**src/rtl/mem_access.sv**
```systemverilog
// rtl/mem_access.sv - rv32 memory-access stage with single-outstanding data bus FSM
package mem_access_pkg;
   localparam int RegWidth = 32;

   typedef struct packed {
      logic       valid;
      logic       mem_rd;
      logic       mem_wr;
      logic [2:0] func3;
      logic       wb_en;
   } ctrl_t;

   typedef struct packed {
      logic [RegWidth-1:0] value;
   } src_t;

   typedef struct packed {
      logic [4:0]          addr;
      logic [RegWidth-1:0] value;
   } reg_t;

   typedef struct packed {
      ctrl_t ctrl;
      src_t  rs;
      reg_t  rd;
   } ex_mem_t;

   typedef struct packed {
      ctrl_t ctrl;
      reg_t  rd;
   } mem_wb_t;
endpackage

module mem_access
   import mem_access_pkg::*;
#(
   parameter logic [7:0] BusTimeout = 8'd255
) (
   input  logic                iClk,
   input  logic                nRst,
   input  logic                iStall,
   input  logic                iFlush,
   input  ex_mem_t             iEX,
   output mem_wb_t             oWB,
   output logic [RegWidth-1:0] oFwMe,
   output logic                oStall,
   output logic                oDReq,
   output logic                oDWe,
   output logic [31:0]         oDAddr,
   output logic [31:0]         oDWData,
   output logic [3:0]          oDBe,
   input  logic                iDAck,
   input  logic                iDErr,
   input  logic [31:0]         iDRData,
   output logic                oMisalign,
   output logic                oBusErr
);

   typedef enum logic [1:0] {IDLE, BUSY, DONE} state_t;

   state_t      state_q;
   logic [7:0]  cnt_q;
   logic        flushed_q;
   logic        req_q, we_q, misalign_q, buserr_q;
   logic [31:0] addr_q, wdata_q;
   logic [3:0]  be_q;
   logic [2:0]  f3_q;
   logic [1:0]  off_q;
   mem_wb_t     ex_q, rbuf_q, wb_q;

   logic        memop, misalign, aligned, timeout, resp, err;
   logic [1:0]  off;
   logic [31:0] wdata_d, load_d, shifted;
   logic [3:0]  be_d;
   mem_wb_t     pass_d, result_d;

   assign memop    = iEX.ctrl.valid & (iEX.ctrl.mem_rd | iEX.ctrl.mem_wr);
   assign off      = iEX.rd.value[1:0];
   assign misalign = memop & (((iEX.ctrl.func3[1:0] == 2'b01) & off[0]) |
                              ((iEX.ctrl.func3[1:0] == 2'b10) & (off != 2'b00)));
   assign aligned  = memop & ~misalign;
   assign timeout  = (state_q == BUSY) & (cnt_q == BusTimeout - 8'd1);
   assign resp     = (state_q == BUSY) & (iDAck | timeout);
   // A timeout counts as an errored ack; a real ack always wins over a coincident timeout.
   assign err      = (iDAck & iDErr) | (~iDAck & timeout);
   assign shifted  = iDRData >> {off_q, 3'b000};

   // Store lane replication and byte enables; loads read the whole word.
   always_comb begin
      wdata_d = iEX.rs.value;
      be_d    = 4'b1111;
      if (iEX.ctrl.mem_wr) begin
         case (iEX.ctrl.func3[1:0])
            2'b00:   begin wdata_d = {4{iEX.rs.value[7:0]}};  be_d = 4'b0001 << off; end
            2'b01:   begin wdata_d = {2{iEX.rs.value[15:0]}}; be_d = 4'b0011 << off; end
            default: begin wdata_d = iEX.rs.value;            be_d = 4'b1111;        end
         endcase
      end
   end

   // Load extraction with sign or zero extension from the shifted read word.
   always_comb begin
      case (f3_q)
         3'b000:  load_d = {{24{shifted[7]}}, shifted[7:0]};
         3'b001:  load_d = {{16{shifted[15]}}, shifted[15:0]};
         3'b100:  load_d = {24'b0, shifted[7:0]};
         3'b101:  load_d = {16'b0, shifted[15:0]};
         default: load_d = shifted;
      endcase
   end

   // Records for the pass-through path and for a completing bus access.
   always_comb begin
      pass_d.ctrl = iEX.ctrl;
      pass_d.rd   = iEX.rd;
      if (misalign) pass_d.ctrl.valid = 1'b0;
      result_d = ex_q;
      if (!ex_q.ctrl.mem_wr && !err) result_d.rd.value = load_d;
      if (err) result_d.ctrl.valid = 1'b0;
      if (flushed_q || iFlush) result_d = '0;
   end

   // Upstream stall request.
   always_comb begin
      oStall = 1'b0;
      case (state_q)
         IDLE:    oStall = aligned & ~iFlush;
         BUSY:    oStall = ~(resp & ~iStall);
         DONE:    oStall = iStall;
         default: oStall = 1'b0;
      endcase
   end

   // Access FSM with registered bus, result and exception outputs.
   always_ff @(posedge iClk or negedge nRst) begin
      if (!nRst) begin
         state_q    <= IDLE;
         cnt_q      <= '0;
         flushed_q  <= 1'b0;
         req_q      <= 1'b0;
         we_q       <= 1'b0;
         misalign_q <= 1'b0;
         buserr_q   <= 1'b0;
         addr_q     <= '0;
         wdata_q    <= '0;
         be_q       <= '0;
         f3_q       <= '0;
         off_q      <= '0;
         ex_q       <= '0;
         rbuf_q     <= '0;
         wb_q       <= '0;
      end else begin
         misalign_q <= 1'b0;
         buserr_q   <= 1'b0;
         case (state_q)
            IDLE: begin
               cnt_q     <= '0;
               flushed_q <= 1'b0;
               if (iFlush) begin
                  wb_q <= '0;
               end else if (!iStall) begin
                  if (aligned) begin
                     addr_q  <= {iEX.rd.value[31:2], 2'b00};
                     wdata_q <= wdata_d;
                     be_q    <= be_d;
                     we_q    <= iEX.ctrl.mem_wr;
                     f3_q    <= iEX.ctrl.func3;
                     off_q   <= off;
                     ex_q    <= pass_d;
                     req_q   <= 1'b1;
                     wb_q    <= '0;
                     state_q <= BUSY;
                  end else begin
                     wb_q       <= pass_d;
                     misalign_q <= misalign;
                  end
               end
            end
            BUSY: begin
               if (iFlush) flushed_q <= 1'b1;
               if (resp) begin
                  req_q    <= 1'b0;
                  cnt_q    <= '0;
                  buserr_q <= err & ~(flushed_q | iFlush);
                  if (!iStall) begin
                     wb_q      <= result_d;
                     flushed_q <= 1'b0;
                     state_q   <= IDLE;
                  end else begin
                     rbuf_q  <= result_d;
                     state_q <= DONE;
                  end
               end else begin
                  cnt_q <= cnt_q + 8'd1;
               end
            end
            DONE: begin
               if (iFlush) flushed_q <= 1'b1;
               if (!iStall) begin
                  wb_q      <= (flushed_q | iFlush) ? '0 : rbuf_q;
                  flushed_q <= 1'b0;
                  state_q   <= IDLE;
               end
            end
            default: state_q <= IDLE;
         endcase
      end
   end

   assign oWB       = wb_q;
   assign oFwMe     = wb_q.rd.value;
   assign oDReq     = req_q;
   assign oDWe      = we_q;
   assign oDAddr    = addr_q;
   assign oDWData   = wdata_q;
   assign oDBe      = be_q;
   assign oMisalign = misalign_q;
   assign oBusErr   = buserr_q;

endmodule
```
**config.mk**
```make
export PLATFORM = sky130hd
export DESIGN_NAME = mem_access
export DESIGN_NICKNAME = d
export VERILOG_FILES = /design/src/rtl/mem_access.sv
export SDC_FILE = /design/constraint.sdc
export NUM_CORES = 1
export LEC_CHECK = 0
export CAP_MARGIN = 10
export CORE_MARGIN = 2
export CORE_UTILIZATION = 50
export CTS_CLUSTER_SIZE = 14
export DETAILED_ROUTE_END_ITERATION = 12
export GPL_ROUTABILITY_DRIVEN = 0
export GPL_TIMING_DRIVEN = 1
export PLACE_DENSITY = 0.82
export RECOVER_POWER = 25
export SLEW_MARGIN = 25
export SYNTH_ARGS = -nofsm -noshare
export SYNTH_HDL_FRONTEND = slang
export SYNTH_SLANG_ARGS = --single-unit
```
**constraint.sdc**
```tcl
create_clock -name iClk -period 4.7 [get_ports iClk]
set_input_delay 0.94 -clock iClk [delete_from_list [all_inputs] [get_ports iClk]]
set_output_delay 0.94 -clock iClk [all_outputs]
set_load 0.05 [all_outputs]
```
After elaboration in Yosys (flattened, before gate mapping)
Cells that the tools add are included.

Flip-flop bits (word level): 214. Input bits: 114. Output and inout bits: 149. Logic and storage cells: 130.

$add $sub $neg: 1. Equality and inequality tests: 15. Shifts and indexed selects: 3. Muxes and demuxes: 42. Bitwise gates (word level): 23. Reductions and logical operators: 15.

Operator list (number): 44-bit two-way mux (8); 44-bit case mux with 3 select lines (1); 32-bit case mux with 4 select lines (1); 32-bit two-way mux (2); 32-bit case mux with 2 select lines (1); 32-bit by 5-bit >> shifter with 32-bit output (1); 8-bit case mux with 2 select lines (1); 1-bit two-way mux (15); 5-bit AND reduction (3); 1-bit bitwise AND (12); 2-bit two-way mux (6); 2-bit != test, second input constant (6); 8-bit by 1-bit adder with 8-bit output, second input constant (1); 8-bit == test, second input constant (1); 8-bit two-way mux (1); 4-bit case mux with 2 select lines (1); 3-bit == test, second input constant (2); 1-bit inverter (6); 1-bit case mux with 3 select lines (2); 2-bit case mux with 3 select lines (1); 1-bit bitwise OR (5); 2-bit by 1-bit == test with 1-bit output, second input constant (2); 2-bit == test, second input constant (2); 2-bit zero test (2); 14 further kinds (16).

Logic depth before layout (Yosys ltp)
Word-level depth: 11. Depth in mapped cells: 10. Mapped depth without buffers: 7.

Worst setup path after synthesis
No wires, ideal clock.

Path type: input -> output. Start point: input port iEX[1] (netlist name). End point: output port oStall. Data arrival time: 2.114 ns. Data required time: 3.760 ns. Path slack: 1.646 ns. Stages: 5. Buffers on the path: 1. Cell sequence: clkbuf_1 -> o21ba_2 -> a211o_1 -> nor2_1 -> o21a_1.

Longest elaborated chain between the ends: 8.

RTL lines: start: declaration (line 43) `input ex_mem_t iEX,`; 2-bit nonzero test (line 80) `((iEX.ctrl.func3[1:0] == 2'b10) & (off != 2'b00)));`; 1-bit bitwise AND (line 80); 1-bit bitwise OR (line 79) `assign misalign = memop & (((iEX.ctrl.func3[1:0] == 2'b01) & off[0]) |`; 1-bit bitwise AND (line 79); 1-bit inverter (line 81) `assign aligned = memop & ~misalign;`; 1-bit bitwise AND (line 81); 1-bit bitwise AND (line 127) `IDLE: oStall = aligned & ~iFlush;`; 1-bit case mux with 3 select lines (line 126) `case (state_q)`; end: declaration (line 46) `output logic oStall,`.

Every way passes these cells.

Worst setup path in the final report
Start point: register state_q[1]. End point: output port oStall.

Longest elaborated chain between the ends: 7. Elaborated cells on any way between the ends: 9. Those cells by class: 2 x eq/ne; 1 x mux; 5 x bitwise; 1 x reduce/logical.

RTL lines: start: declaration (line 61) `state_t state_q;`; start signal: assignment (line 137) `state_q <= IDLE;`; start signal: assignment (line 172) `state_q <= BUSY;`; start signal: assignment (line 188) `state_q <= IDLE;`; 2-bit by 1-bit == test with 1-bit output (line 82, 83, 126); 1-bit bitwise AND (line 82) `assign timeout = (state_q == BUSY) & (cnt_q == BusTimeout - 8'd1);`; 1-bit bitwise OR (line 83) `assign resp = (state_q == BUSY) & (iDAck | timeout);`; 1-bit bitwise AND (line 83); 1-bit bitwise AND (line 128) `BUSY: oStall = ~(resp & ~iStall);`; 1-bit inverter (line 128); 1-bit case mux with 3 select lines * (line 126).

Mark *: on every way between the ends. The rest lies on a longest branch, timed or not.

==> flow_metrics.tcl <==
set metrics [dict create \
    worst_r2r_endpoint "oWB[41]" \
    coreArea_mm2 0.0195 \
    row_count 51 \
    slew_headroom_pct -104 \
    worstSetupPathType "flop to output pin" \
    fin_crit_sh_pct 82.0 \
    irDropWorstVdd_uv 444 \
    p_sw_w 0.00519 \
    cp-start-kind "flop" \
    yosysSeqAreaShare_pct 45.5 \
    ctsHoldBuffers 0 \
    ys.flop_type "dfrtp_1" \
    syn_area_mm2 0.0100 \
    end_kind "output pin" \
    die_x_um 145 \
    area_growth_pct 28.8 \
    cts.path.max_buffers 2 \
    critical_path.max_fanout 11 \
    pin_count 263 \
    synthDistinctLibCells 62 \
    synthCells 999 \
    rrSetupSlack_ps 1580 \
    rsz0062_at_grt "no" \
    min_path_type "flop to flop" \
    post_cts_buffers 0 \
    grt_overflow 0 \
    ctsHtreeMaxLevel 4 \
    dieArea_mm2 0.0212 \
    final_common_cell "clkdlybuf4s50_1" \
    p_leak_nw 5.48 \
    yosys_warnings 0 \
    required_ps 3760 \
    drt_iter0_markers 681 \
    die_y_um 145 \
    drt_pass1_iterations 5 \
    p_comb_share_pct 58.7 \
    grt_usage_pct 27.1 \
    vias 8715 \
    port_buffers 260 \
    setup_violations 0 \
    finalSetupTns_ps 0 \
    slew_viol_final 120 \
    wl_met3_mm 1.79 \
    fin_crit_ps 3860 \
    worstPathArrival_ps 2920 \
    synth_area_leaders "dfrtp_1 (46%), mux2_2 (6.2%), buf_4 (5.0%), nor2_1 (4.7%), mux2i_1 (3.8%)" \
    cts_buffers 17 \
    internal_power_w 0.00529 \
    top_layer "met4" \
    met2_length_mm 14.2 \
    drc 0 \
    p_per_area_mw_per_mm2 813 \
    ys_ff_latch 182 \
    violations "capacitance limit, slew limit" \
    hold-path-endpoint "oDWData[14]" \
    cap_violations 1 \
    initial_core_util_pct 51.3 \
    worst_pin_slew_ps 3060 \
    fin_skew_ps 8.63 \
    p_total_w 0.0105 \
    wl_met1_mm 12.2 \
    r2r_cells 8 \
    hold_depth 2 \
    clkPwrFrac_pct 13.8 \
    seqPwrFrac_pct 27.5 \
    routed_wl_mm 29.1 \
    grt_max_degree 121 \
    synthArstFlopShare_pct 100 \
    synth_edf_count 0 \
    cts.repair.resized 0 \
    cts-root-buf "clkbuf_16" \
    ant_nets 0 \
    grt_pass1_vias 8468 \
    sw_frac_of_total_pct 49.5 \
    cts_tree "done" \
    layout-drive-gt1-share_pct 11.7 \
    hold_viol_final 0 \
    path_clk_slew_ps 60 \
    insertion_delay_ps 440 \
    fmax_mhz 259 \
    grt_pass1_wl_mm 46.3 \
    postSynthAreaPerCell_um2 10.0 \
    cts.sinks 182 \
    fin_nets 1271 \
    hpwl_mm 20.1 \
    via_per_inst 6.11 \
    min_from "oDWData[14]" \
    status "complete, but fails checks" \
    final_cell_mix "clkdlybuf4s50_1 (258), dfrtp_1 (182), nor2_1 (125)" \
    worstReg2RegStart "state_q[1]" \
    routedWlPerCell_um 20.4 \
    antenna_found_initial 1 \
    synth.top_cell.area_share_pct 45.5 \
    yosysTopAreaCell "dfrtp_1" \
]
worst max path at each step:
stage / from / end / slack (ps) / cells after the start
after detailed placement: iEX[1] / oStall / 1180 / 6
final: state_q[1] / oStall / 840 / 7
after global routing: state_q[1] / oStall / 620 / 7
after floorplan: iEX[1] / oStall / 1650 / 5
after global placement: iEX[1] / oStall / 1180 / 6
after CTS: state_q[1] / oStall / 820 / 7
flip-flops by register name, summed over array words and instances (netlist names):
register and count:
oWB 12, oFwMe 32, off_q 1, oDReq 1, ex_q 43, oDBe 4
state_q 2, rbuf_q 44, cnt_q 8, flushed_q 1, oDWData 32, oBusErr 1
oMisalign 1
per-stage QoR:
step                worst slack, ps  hold slack, ps  cells  util [%]  cell area (um^2)
CTS                             824             485   1426      66.0             12900
floorplan                      1650             435   1000         -             10000
detailed placement             1180             460   1397      63.1             12300
global route                    622             503   1427      66.0             12900
finish                          845             482   1427      66.0             12900
global placement               1180             452   1397      63.1             12300
power groups by stage:
| stage | registers (W) | clock network (W) | logic, W |
|---|---|---|---|
| after CTS | 0.00288 | 0.00145 | 0.00614 |
| after floorplan | 0.00386 | 0 | 0.00350 |
| after global placement | 0.00287 | 0 | 0.00601 |
| final | 0.00288 | 0.00144 | 0.00615 |
| after detailed placement | 0.00290 | 0 | 0.00611 |
| after global routing | 0.00298 | 0.00151 | 0.00647 |
cells in the mapped netlist (7+ instances only):
cell type    n
clkbuf_1    55
a21o_1      17
a211o_1     25
nor2b_1     11
o2bb2ai_1    7
a221oi_2    16
nor2_1     125
a221o_1      8
mux2_2      55
a22o_1      25
a2111oi_0   17
mux2i_1     38
buf_2       18
o21ai_0     42
a211oi_1    32
buf_4       66
nand2_1     88
a21oi_1     45
a221oi_1    20
inv_1        8
dfrtp_1    182
o31ai_1     21
area by class of cell:
| type | count | area [um^2] |
|---|---|---|
| timing repair buffer | 277 | 2750 |
| fill | 1561 | 6640 |
| multi-input combinational | 664 | 4640 |
| clock buffer | 21 | 450 |
| antenna | 1 | 2.50 |
| tap | 265 | 332 |
| clock inverter | 8 | 126 |
| inverter | 9 | 33.8 |
| sequential | 182 | 4550 |
critical path, cell delays in order, from the launching register on:
cell	delay, ps
dfrtp_1	430
inv_1	100
ha_1	430
nand4_2	290
o311ai_2	670
nand2_1	160
o21a_1	230
buf_4	190
cells by family (layout without fill, tap and decap cells):
logic type,Yosys count,in the layout,synth area share (%)
flops,182,182,45.5
fa+ha+maj,6,6,0.750
compound gates,302,302,23.8
xor+xnor,1,1,0.0875
simple gates,259,259,11.1
other cells,1,3,0.0375
mux,94,94,10.2
buf+inv,154,315,8.55
routing by layer:
layer / global-route usage (%) / up-vias
li1: - / 3908
met1: 35.8 / 4342
met2: 45.2 / 394
met3: 3.95 / 71
met4: 10.8 / 0
met5: 0 / -
Note: power is estimated with default switching activity, not from simulation.
